--- config.mk ---
export PLATFORM = sky130hd
export DESIGN_NAME = sram_rr_arbiter
export DESIGN_NICKNAME = d
export VERILOG_FILES = /design/src/rtl/sram_rr_arbiter.sv
export SDC_FILE = /design/constraint.sdc
export NUM_CORES = 1
export LEC_CHECK = 0
export BUFFER_PORTS_ARGS = -buffer_cell sky130_fd_sc_hd__buf_2
export CAP_MARGIN = 20
export CORE_UTILIZATION = 31
export DETAILED_ROUTE_END_ITERATION = 8
export PLACE_DENSITY = 0.95
export RECOVER_POWER = 50
export REMOVE_ABC_BUFFERS = 1
export SLEW_MARGIN = 5
export SYNTH_ARGS = -nofsm -noshare
export SYNTH_HDL_FRONTEND = slang
export SYNTH_SLANG_ARGS = --single-unit
export TNS_END_PERCENT = 100
--- constraint.sdc ---
create_clock -name clk -period 5.4 [get_ports clk]
set_input_delay 1.08 -clock clk [delete_from_list [all_inputs] [get_ports clk]]
set_output_delay 1.08 -clock clk [all_outputs]
set_load 0.01 [all_outputs]
--- src/rtl/sram_rr_arbiter.sv ---
// Round-robin arbiter sharing one single-port SRAM between a write port and two read ports.
// Optional performance counters are enabled by defining SRAM_RR_ARBITER_PERF_EN.
module sram_rr_arbiter #(
    parameter int ADDR_W = 11,
    parameter int DATA_W = 16,
    parameter int CNT_W  = 16
) (
    input  logic              clk,
    input  logic              reset,
    input  logic              wr_req,
    input  logic [ADDR_W-1:0] wr_addr,
    input  logic [DATA_W-1:0] wr_data,
    output logic              wr_gnt,
    input  logic              rd0_req,
    input  logic [ADDR_W-1:0] rd0_addr,
    output logic              rd0_gnt,
    output logic              rd0_valid,
    input  logic              rd1_req,
    input  logic [ADDR_W-1:0] rd1_addr,
    output logic              rd1_gnt,
    output logic              rd1_valid,
    output logic [DATA_W-1:0] rd_data,
    output logic              sram_cen,
    output logic              sram_wen,
    output logic [ADDR_W-1:0] sram_a,
    output logic [DATA_W-1:0] sram_d,
    input  logic [DATA_W-1:0] sram_q
`ifdef SRAM_RR_ARBITER_PERF_EN
    ,
    output logic [CNT_W-1:0]  perf_wr_cnt,
    output logic [CNT_W-1:0]  perf_rd_cnt,
    output logic [CNT_W-1:0]  perf_stall_cnt
`endif
);

    if (CNT_W < 1) begin : g_bad_cnt_w
        $error("CNT_W must be at least 1");
    end

    logic [1:0] ptr_q, ptr_d;
    logic       rd0_valid_q, rd1_valid_q;
    logic [2:0] req, gnt;

    // Bit order everywhere: [0] = write, [1] = rd0, [2] = rd1.
    function automatic logic [2:0] rr_pick(input logic [1:0] ptr, input logic [2:0] r);
        logic [2:0] g;
        g = 3'b000;
        case (ptr)
            2'd1: begin
                if (r[1])      g = 3'b010;
                else if (r[2]) g = 3'b100;
                else if (r[0]) g = 3'b001;
            end
            2'd2: begin
                if (r[2])      g = 3'b100;
                else if (r[0]) g = 3'b001;
                else if (r[1]) g = 3'b010;
            end
            default: begin
                if (r[0])      g = 3'b001;
                else if (r[1]) g = 3'b010;
                else if (r[2]) g = 3'b100;
            end
        endcase
        return g;
    endfunction

    assign req     = {rd1_req, rd0_req, wr_req};
    assign gnt     = reset ? 3'b000 : rr_pick(ptr_q, req);
    assign wr_gnt  = gnt[0];
    assign rd0_gnt = gnt[1];
    assign rd1_gnt = gnt[2];

    always_comb begin
        ptr_d = ptr_q;
        case (gnt)
            3'b001:  ptr_d = 2'd1;
            3'b010:  ptr_d = 2'd2;
            3'b100:  ptr_d = 2'd0;
            default: ptr_d = ptr_q;
        endcase
    end

    always_comb begin
        sram_cen = ~|gnt;
        sram_wen = ~gnt[0];
        sram_a   = '0;
        sram_d   = '0;
        if (gnt[0]) begin
            sram_a = wr_addr;
            sram_d = wr_data;
        end else if (gnt[1]) begin
            sram_a = rd0_addr;
        end else if (gnt[2]) begin
            sram_a = rd1_addr;
        end
    end

    always_ff @(posedge clk) begin
        if (reset) begin
            ptr_q       <= 2'd0;
            rd0_valid_q <= 1'b0;
            rd1_valid_q <= 1'b0;
        end else begin
            ptr_q       <= ptr_d;
            rd0_valid_q <= gnt[1];
            rd1_valid_q <= gnt[2];
        end
    end

    assign rd0_valid = rd0_valid_q;
    assign rd1_valid = rd1_valid_q;
    assign rd_data   = sram_q;

`ifdef SRAM_RR_ARBITER_PERF_EN
    logic [CNT_W-1:0] wr_cnt_q, rd_cnt_q, stall_cnt_q;
    logic             stall;

    function automatic logic [CNT_W-1:0] sat_inc(input logic [CNT_W-1:0] c, input logic en);
        return (en && (c != '1)) ? c + CNT_W'(1) : c;
    endfunction

    // A stall is any requester asserting req without being granted this cycle.
    assign stall = |(req & ~gnt);

    always_ff @(posedge clk) begin
        if (reset) begin
            wr_cnt_q    <= '0;
            rd_cnt_q    <= '0;
            stall_cnt_q <= '0;
        end else begin
            wr_cnt_q    <= sat_inc(wr_cnt_q, gnt[0]);
            rd_cnt_q    <= sat_inc(rd_cnt_q, gnt[1] | gnt[2]);
            stall_cnt_q <= sat_inc(stall_cnt_q, stall);
        end
    end

    assign perf_wr_cnt    = wr_cnt_q;
    assign perf_rd_cnt    = rd_cnt_q;
    assign perf_stall_cnt = stall_cnt_q;
`endif

endmodule
Word-level counts from Yosys, hierarchy flattened
Cells that the tools add are included.
{ "classes": {"n_reduce_logical": 3, "muxes": 16, "bitwise_logic": 1, "eq_ne": 5} }
{ "op_table": {"columns": ["operator", "count"], "rows": [
  ["$mux 11", 3],
  ["$mux 3", 7],
  ["$mux 16", 1],
  ["$pmux 2 s3", 1],
  ["$pmux 3 s2", 1],
  ["$mux 2", 2],
  ["$eq 3x1->1 const B", 1],
  ["$eq 3x2->1 const B", 1],
  ["$eq 3x3->1 const B", 1],
  ["$reduce_bool 3->1", 1],
  ["$reduce_or 3->1", 1],
  ["$eq 2x1->1 const B", 1],
  ["$eq 2x2->1 const B", 1],
  ["$logic_not 1->1", 1],
  ["$mux 1", 1],
  ["$not 1->1", 1]
]} }
{ "totals": {"ff_bits": 4, "output_inout_bits": 50, "input_bits": 70, "elab_cells": 28} }

Logic depth before layout (Yosys ltp)
Gate-level depths: netlist of run 1.
{ "depth": {"ltp_word": 8, "ltp_mapped": 7, "mapped_depth_nobuf": 6} }

Least setup slack after synthesis of run 1
OpenSTA, ideal clock, no wires.
{ "synth_path": {"kind": "input to output", "start": "input port rd0_req", "end": "output port sram_a[0]", "path_slack_ns": 2.145, "n_path_buf": 1, "t_arrival_ns": 2.175, "required_time_ns": 4.320, "stages": 5, "cell_sequence": "nand2b_4 a2111oi_4 buf_6 nor3b_1 a221o_1"} }
{ "synth_between": {"elab_chain_len": 7, "word_cells_on_any_way": 11} }
{ "synth_rtl": {"columns": ["item", "line_no", "text"], "rows": [
  ["start, declared", "14", "input logic rd0_req,"],
  ["$mux 3 / $mux 2 (equally long branches)", "61, 57", null],
  ["$mux 3 / $mux 2 (equally long branches)", "60, 56", null],
  ["$pmux 3 s2 (*)", "48", "case (ptr)"],
  ["$mux 3 (*)", "69", "assign gnt = reset ? 3'b000 : rr_pick(ptr_q, req);"],
  ["$mux 11 / $mux 3 (equally long branches)", "94, 69", null],
  ["$mux 11", "92", "end else if (gnt[1]) begin"],
  ["$mux 11 (*)", "89", "if (gnt[0]) begin"],
  ["end, declared", "25", "output logic [ADDR_W-1:0] sram_a,"]
]} }
Mark *: on every way between the ends. The rest lies on a longest branch, timed or not.

Worst setup path after layout of run 1
Ends and elaborated chain as after synthesis.

==> results_dict.tcl, run 1 <==
set metrics [dict create \
    status "finished clean" \
    critPathKind "in2out" \
    dr_wl_met3_um 331 \
    hold_viol 0 \
    rr_startpoint "ptr_q[0]" \
    drc 0 \
    die_h_um 52.2 \
    whs_ns 0.527 \
    die_width_um 52.2 \
    num_vias 965 \
    post_cts_buffers 0 \
    grt_pass1_vias 863 \
    ctsResizeCount 0 \
    critPathRequiredTime_ns 4.32 \
    ff2ff_path_depth 7 \
    setup_violations 0 \
    leakagePower_nw 0.612 \
    met2_length_mm 1.55 \
    ys_seq_elements 4 \
    cts_tree "yes" \
    clk_pin_slew_ns 0.03 \
    max_cap_violations 0 \
    power.density_mw_per_mm2 191 \
    clk_path_buf_depth 2 \
    rsz0062_at_grt "no" \
    drv_slew 0 \
    insertedDiodeCount 0 \
    critPathMaxFanout 29 \
    grt_usage_pct 20.8 \
    dr.pass1.iters 4 \
    startpoint_type "input pin" \
    via_per_inst 5.00 \
    ant_nets 0 \
    layout_commonest_cell "buf_2" \
    finalPower_mw 0.210 \
    hp-class "reg2reg" \
    ir_drop_mv 0.119 \
    post-route-period-util_pct 80.9 \
    clk_latency_ns 0.23 \
    grt_max_degree 30 \
    drive_above_1_share_pct 54.5 \
    wl_met1_mm 1.07 \
    wl_per_cell_um 15.3 \
    avgSynthCellArea_um2 8.22 \
    stdcell_count 193 \
    max_freq_ghz 0.229 \
    seq_area_frac_synth_pct 10.3 \
    pin_count 120 \
    synthCells 95 \
    routed_wl_mm 2.96 \
    hold-path-cell-count 2 \
    tightestPinTransition_ns 1.13 \
    yosysWarnings 0 \
    dr.max_layer_used "met4" \
    netlist_area_um2 781 \
    grt_pass1_wl_mm 4.00 \
    utilization_pct 47.9 \
    place_hpwl_mm 2.48 \
    endpoint_kind "output pin" \
    cts_buffers 3 \
    final_nets 239 \
    htree_levels 1 \
    fin_crit_ns 4.37 \
    hold_start "ptr_q[0]" \
    mostFrequentLayoutCells "buf_2, and2_1, nor3b_1, a221o_1" \
    area_delta_synth_final_pct 41.0 \
    rrSetupSlack_ns 2.79 \
    port_buffers 87 \
    r2r-end "ptr_q[0]" \
    antenna_found_initial 0 \
    cp.arrival_ns 3.29 \
    start_util_pct 34.0 \
    cp-startpoint "rd0_req" \
    hold_path_end "ptr_q[0]" \
    place_congestion 0.740 \
    synth_cell_types 23 \
    clock-sinks 4 \
    root_buffer "clkbuf_4" \
    core-area_mm2 0.00230 \
    drt_iter0_drc 12 \
    tns_ns 0 \
    dieArea_mm2 0.00272 \
    dp.cells 190 \
    overflow 0 \
    slew_headroom_pct 24.4 \
    postCtsHoldBufs 0 \
    finClkSkew_ns 0.000615 \
    std_cell_rows 17 \
]
## cells in the mapped netlist (all sizes together)
cell      n  share of area (%)
dfxtp     4                 10
inv       7                3.4
nor2b     3                2.4
o41ai     1                2.1
a21oi     2                1.3
a2111oi   1                3.5
a221o    11                 14
maj3      1                1.3
ha        2                3.2
a21bo     1                1.3
o311ai    1                3.4
nor3b    12                 12
clkbuf    2               0.96
a221oi    1                1.1
nor2      3                1.4
and2     19                 15
buf      20                 19
o21ai     2                1.3
and3      1               0.80
nand2b    1                1.8
## critical path: stages
cell       delay [ns]
buf_2            0.13
nand2b_4         0.16
a2111oi_2        1.01
buf_4            0.40
nor3b_1          0.09
a221o_1          0.28
buf_2            0.14
## power breakdown
group | switching (mW) | internal (mW) | total, mW | leakage (nW)
Sequential | 0.00187 | 0.0336 | 0.0355 | 0.0328
Combinational | 0.0741 | 0.0649 | 0.139 | 0.565
Clock | 0.0111 | 0.0248 | 0.0359 | 0.0138
Total | 0.0870 | 0.123 | 0.210 | 0.612
## per-layer routing
metal | vias to the layer above | track usage (%)
met3 | 2 | 10.1
met4 | 0 | 4.82
met2 | 72 | 38.9
li1 | 464 | -
met5 | - | 0
met1 | 427 | 20.5
## state kept, by name, summed over array words and instances (netlist names)
| name | count |
|---|---|
| rd0_valid | 1 |
| ptr_q | 2 |
| rd1_valid | 1 |
## stage by stage
step / setup WS (ns) / instance area [um2]
2_1_floorplan: 1.48 / 624
3_3_place_gp: 1.42 / 1110
3_5_place_dp: 1.39 / 1110
4_1_cts: 1.39 / 1130
5_1_grt: 0.749 / 1100
6_report: 1.03 / 1100
## logic make-up (layout without fill, tap and decap cells)
kind of cell / Yosys count / in the layout / share of synthesized area [%]
flip-flops: 4 / 4 / 10.3
AND/OR/NAND/NOR: 39 / 39 / 33.8
adder cells (fa/ha/maj): 3 / 3 / 4.49
AO/OA/AOI/OAI: 20 / 20 / 28.0
buffers and inverters: 29 / 99 / 23.4
## area by class of cell
class | instances | area (um2)
clock buffer | 3 | 22.5
fill | 240 | 1200
inverter | 7 | 26.3
multi-input combinational | 62 | 498
sequential | 4 | 80.1
tap | 28 | 35.0
timing repair buffer | 89 | 439
## worst max-delay path by stage
stage,end,cells after the start
6_report,sram_a[0],7
5_1_grt,sram_a[0],7
4_1_cts,sram_a[7],7
3_5_place_dp,sram_a[7],7
3_3_place_gp,sram_a[7],7
2_1_floorplan,sram_a[0],4
No activity file was read; power rests on OpenSTA's default activity.
==> inputs of run 2 (changes only) <==
--- a/config.mk
+++ b/config.mk
@@ -5,11 +5,12 @@
 export SDC_FILE = /design/constraint.sdc
 export NUM_CORES = 1
 export LEC_CHECK = 0
+export ABC_AREA = 1
 export BUFFER_PORTS_ARGS = -buffer_cell sky130_fd_sc_hd__buf_2
 export CAP_MARGIN = 20
-export CORE_UTILIZATION = 31
+export CORE_UTILIZATION = 27
 export DETAILED_ROUTE_END_ITERATION = 8
-export PLACE_DENSITY = 0.95
+export PLACE_DENSITY = 0.86
 export RECOVER_POWER = 50
 export REMOVE_ABC_BUFFERS = 1
 export SLEW_MARGIN = 5
==> constraint.sdc (replaced) <==
create_clock -name clk -period 3.7 [get_ports clk]
set_input_delay 0.74 -clock clk [delete_from_list [all_inputs] [get_ports clk]]
set_output_delay 0.74 -clock clk [all_outputs]
set_load 0.01 [all_outputs]
==> run 2 against run 1 <==
Compared with the run above:
- the flow now finishes with violations (design-rule violations)
- flip-flop and latch count did not move
- register-to-register slack got worse by 0.95 ns
- core utilization fell by 7.4 points
- die area rose by 23%
- critical path depth rose by 3
- combinational power barely moved
- power rose by 17%
- final cell count rose by 26%
- clock power rose by 58%
- setup slack got worse by 0.53 ns
- clock skew rose by 0.0041 ns
- routed wire length fell by 14%
==> results_dict.tcl, run 2 <==
set metrics [dict create \
    rrSetupSlack_ns 1.84 \
    finClkSkew_ns 0.00474 \
    crit_slowest_cell "nor2_2" \
    ctsResizeCount 0 \
    synthAdderAreaFrac_pct 2.97 \
    clk_pin_slew_ns 0.04 \
    postCtsHoldBufs 0 \
    hold-path-cell-count 2 \
    synth.top_cells.by_count "nand2_1, inv_1, nor2_1, buf_4, nand2_2" \
    met2_length_mm 1.21 \
    root_buffer "clkbuf_4" \
    rr_startpoint "ptr_q[0]" \
    cp-startpoint "ptr_q[0]" \
    ant_nets 0 \
    dieArea_mm2 0.00335 \
    htree_levels 1 \
    drt_iter0_drc 28 \
    yosys_most_used_dff "dfxtp_1" \
    wl_per_cell_um 10.5 \
    mostFrequentLayoutCells "buf_2, nand2_1, inv_1" \
    hp-class "reg2reg" \
    endpoint_kind "output pin" \
    area_delta_synth_final_pct 37.2 \
    synthXorXnorAreaFrac_pct 0 \
    largest_reg_flops 2 \
    grt_pass1_wl_mm 3.68 \
    synthMuxAreaShare_pct 0 \
    clk_latency_ns 0.24 \
    drc 7 \
    core-area_mm2 0.00285 \
    layout_commonest_cell "buf_2" \
    top_register "ptr_q" \
    violations "design-rule violations" \
    cp_num_buf_inv 3 \
    synth-simple-area-share_pct 51.9 \
    netlist_area_um2 843 \
    die_h_um 57.9 \
    crit_cells 10 \
    ys_seq_elements 4 \
    design_area_mm2 0.00116 \
    grt_usage_pct 14.0 \
    die_width_um 57.9 \
    rsz0062_at_grt "no" \
    power.density_mw_per_mm2 212 \
    setup_violations 0 \
    utilization_pct 40.6 \
    place_hpwl_mm 2.13 \
    yosys.area.top_type "buf_4" \
    insertedDiodeCount 0 \
    avgSynthCellArea_um2 5.90 \
    synthCells 143 \
    place_congestion 0.673 \
    synth_edf_count 0 \
    synth_most_common_cell "nand2_1" \
    drive_above_1_share_pct 52.8 \
    fin_crit_ns 3.19 \
    routed_wl_mm 2.55 \
    clk_path_buf_depth 2 \
    pin_count 120 \
    ir_drop_mv 0.135 \
    leakagePower_nw 0.816 \
    overflow 0 \
    synth_top_area_share_pct 15.1 \
    dr_wl_met3_um 337 \
    grt_pass1_vias 924 \
    start_util_pct 29.6 \
    post_cts_buffers 0 \
    dpl-instance-area_mm2 0.00115 \
    critPathRequiredTime_ns 2.96 \
    tns_ns 0 \
    max_cap_violations 0 \
    crit_family "simple AND/OR/NAND/NOR gates" \
    yosysWarnings 0 \
    clock-sinks 4 \
    slew_headroom_pct 71.9 \
    seq_area_frac_synth_pct 9.50 \
    tightestPinTransition_ns 0.420 \
    cts_buffers 3 \
    critPathKind "reg2out" \
    cp.arrival_ns 2.45 \
    status "complete, but fails checks" \
    antenna_found_initial 0 \
    ff2ff_path_depth 9 \
    synth_top_family_by_area "simple AND/OR/NAND/NOR gates" \
    critPathMaxFanout 20 \
    via_per_inst 4.34 \
    final_nets 286 \
    dr.pass1.iters 8 \
    startpoint_type "register" \
    crit_top_cell "nand2_1" \
    hold_viol 0 \
    endpoint "sram_a[6]" \
    drv_slew 0 \
    synthArstFlopShare_pct 0 \
    grt_max_degree 21 \
    num_vias 1054 \
    std_cell_rows 19 \
    post-route-period-util_pct 86.3 \
    max_stage_delay_ns 0.40 \
    r2r-end "ptr_q[1]" \
    cts_tree "yes" \
    max_freq_ghz 0.313 \
    port_buffers 87 \
    wl_met1_um 994 \
    synth_compound_area_share_pct 1.78 \
    synth_area_leaders "buf_4, nand2_1, nand3_2" \
    synth_cell_types 21 \
    dr.max_layer_used "met4" \
    crit_chain "inv_1 -> ha_1 -> nor2_1 -> nand2_1 -> nand2_2 -> inv_2 -> nor2_2 -> nand2_1 -> nand3_2 -> buf_2" \
]
==> run 2: cell count changes after synthesis, sizes merged, moves of 2 or more <==
cell	before	now
clkbuf	2	0
nor2b	3	0
nand3	0	16
nand2	0	43
nor2	3	22
inv	7	29
and2	19	0
a221o	11	0
nor3b	12	0
==> run 2: area by class of cell <==
class / instances / area, um2
sequential: 4 / 80.1
timing repair buffer: 87 / 429
clock buffer: 3 / 22.5
multi-input combinational: 88 / 470
fill: 313 / 1700
inverter: 30 / 116
tap: 31 / 38.8
==> run 2: power breakdown <==
group / switching (mW) / internal, mW
registers: 0.00163 / 0.0465
clock network: 0.0205 / 0.0365
logic: 0.0795 / 0.0609
==> run 2: worst min-delay path: cells and delay by family, from the launching register on <==
family             cells  cell delay [ns]
AOI/OAI and AO/OA      1             0.05
and+or+nand+nor        1             0.08
DFF                    1             0.32
==> run 2: layer usage <==
layer  up-vias  global-route usage (%)
met1       444                    15.2
li1        543                       -
met2        65                    22.8
met5         -                    4.76
met4         0                    4.42
met3         2                    7.81
==> run 2: cells by family after synthesis <==
group / Yosys count
flip-flops: 4
buffers and inverters: 51
AND/OR/NAND/NOR: 83
adder cells (fa/ha/maj): 2
AO/OA/AOI/OAI: 3
==> run 2: through the flow <==
step	hold WS [ns]	instances	power, mW	setup slack, ns
after detailed placement	0.500	240	0.193	0.659
final	0.501	243	0.245	0.506
after CTS	0.506	243	0.252	0.445
after global placement	0.494	240	0.191	0.706
after global routing	0.521	243	0.267	0.204
after floorplan	0.468	122	0.127	1.08
==> run 2: worst min-delay path by stage <==
stage	start	end	slack, ns
floorplan	ptr_q[1]	ptr_q[1]	0.47
global placement	ptr_q[1]	ptr_q[1]	0.49
detailed placement	ptr_q[1]	ptr_q[1]	0.50
CTS	ptr_q[1]	ptr_q[1]	0.51
global route	ptr_q[1]	ptr_q[1]	0.52
finish	ptr_q[1]	ptr_q[1]	0.50
==> inputs of run 3 (changes only) <==
--- a/config.mk
+++ b/config.mk
@@ -8,6 +8,7 @@
 export ABC_AREA = 1
 export BUFFER_PORTS_ARGS = -buffer_cell sky130_fd_sc_hd__buf_2
 export CAP_MARGIN = 20
+export CORE_ASPECT_RATIO = 1.25
 export CORE_UTILIZATION = 27
 export DETAILED_ROUTE_END_ITERATION = 8
 export PLACE_DENSITY = 0.86
==> run 3 against run 2 <==
Compared with the run above:
- the run now ends clean
- worst hold slack lost 0.0042 ns
- sequential power hardly changed
- fmax grew 1.0%
- power decreased by 1.8%
==> results_dict.tcl, run 3 (synthesis results as in run 2) <==
set metrics [dict create \
    cp.arrival_ns 2.42 \
    grt_pass1_wl_mm 3.62 \
    grt_pass1_vias 855 \
    ctsResizeCount 0 \
    hold_path_end "ptr_q[1]" \
    ff2ff_path_depth 9 \
    finClkSkew_ns 0.000681 \
    hp-class "reg2reg" \
    root_buffer "clkbuf_4" \
    p_int_mw 0.144 \
    tightestPinTransition_ns 0.411 \
    utilization_pct 39.5 \
    clk_latency_ns 0.23 \
    ant_nets 0 \
    max_freq_ghz 0.316 \
    rr_startpoint "ptr_q[0]" \
    slew_headroom_pct 72.5 \
    dr.pass1.iters 4 \
    top_register "ptr_q" \
    routed_wl_mm 2.38 \
    place_congestion 0.719 \
    leakagePower_nw 0.813 \
    ir_drop_mv 0.126 \
    r2r-end "ptr_q[1]" \
    nFillCells 329 \
    rrSetupSlack_ns 1.84 \
    multi_input_area_um2 470 \
    wl_met1_um 912 \
    status "finished clean" \
    power.density_mw_per_mm2 207 \
    num_vias 1041 \
    endpoint_kind "output pin" \
    regArea_um2 80.1 \
    swShare_pct 40.4 \
    max_cap_violations 0 \
    cts_buffers 3 \
    tns_ns 0 \
    post-route-period-util_pct 85.5 \
    layout_commonest_cell "buf_2" \
    whs_ns 0.497 \
    port_buffers 87 \
    critPathMaxFanout 20 \
    clk_pin_slew_ns 0.03 \
    p_sw_mw 0.0973 \
    antenna_found_initial 0 \
    setup_violations 0 \
    htree_levels 1 \
    power_frac_seq_pct 20.0 \
    std_cell_rows 22 \
    largest_reg_flops 2 \
    rsz0062_at_grt "no" \
    pin_count 120 \
    postCtsHoldBufs 0 \
    stdcell_count 248 \
    place_hpwl_mm 2.05 \
    post_cts_buffers 0 \
    mostFrequentLayoutCells "buf_2, nand2_1, inv_1" \
    met2_length_mm 1.07 \
    drc 0 \
    core-area_mm2 0.00295 \
    start_util_pct 28.6 \
    critPathRequiredTime_ns 2.96 \
    area_delta_synth_final_pct 38.0 \
    drive_above_1_share_pct 52.8 \
    drv_slew 0 \
    grt_usage_pct 14.4 \
    dr.max_layer_used "met4" \
    dp.cells 245 \
    final_nets 286 \
    drt_iter0_drc 13 \
    cts_tree "yes" \
    hold_viol 0 \
    clk_path_buf_depth 2 \
    wl_per_cell_um 9.60 \
    startpoint_type "register" \
    clock_power_share_pct 21.6 \
    die_width_um 52.0 \
    die_h_um 64.5 \
    hold_start "ptr_q[1]" \
    clock-sinks 4 \
    hold-path-cell-count 2 \
    overflow 0 \
    finalPower_mw 0.241 \
    via_per_inst 4.20 \
    dr_wl_met3_um 381 \
    insertedDiodeCount 0 \
    grt_max_degree 21 \
    combPwrFrac_pct 58.4 \
    critPathKind "reg2out" \
    dieArea_mm2 0.00335 \
    fin_crit_ns 3.16 \
]
run 3: per-layer routing:
metal	vias to the layer above	global-route usage, %
li1	541	-
met1	402	15.4
met2	96	23.7
met3	2	8.69
met4	0	3.04
met5	-	0
run 3: power by group through the flow:
stage               registers, mW  clock network, mW  logic, mW
floorplan                  0.0494                  0     0.0777
global placement           0.0487                  0      0.142
detailed placement         0.0489                  0      0.145
CTS                        0.0482             0.0545      0.145
global route               0.0488             0.0565      0.159
finish                     0.0482             0.0521      0.141
run 3: layout make-up:
cell class                      count  share of cell area, %
Timing Repair Buffer               87                   36.9
Tap cell                           36                   3.87
Multi-Input combinational cell     88                   40.4
Sequential cell                     4                   6.88
Inverter                           30                   10.0
Clock buffer                        3                   1.94
run 3: worst max-delay path, stage by stage (launching register included):
cell and delay [ns]:
dfxtp_1 0.34, inv_1 0.05, ha_1 0.33, nor2_1 0.11
nand2_1 0.10, nand2_2 0.32, inv_2 0.20, nor2_2 0.39
nand2_1 0.12, nand3_2 0.09, buf_2 0.13
run 3: how the worst max path moves through the flow:
| stage | startpoint | to | slack (ns) | cells after the start |
|---|---|---|---|---|
| global placement | rd1_req | sram_a[4] | 0.67 | 10 |
| CTS | ptr_q[0] | sram_a[4] | 0.45 | 10 |
| detailed placement | rd0_req | sram_a[4] | 0.65 | 10 |
| global route | ptr_q[0] | sram_a[7] | 0.21 | 10 |
| floorplan | rd1_req | sram_a[10] | 1.08 | 8 |
| finish | ptr_q[0] | sram_a[4] | 0.54 | 10 |
run 3: metrics by stage:
stage                     area (um2)  setup WS (ns)
after floorplan                  674           1.08
after global placement          1150          0.668
after detailed placement        1150          0.646
after CTS                       1180          0.454
after global routing            1160          0.206
final                           1160          0.538
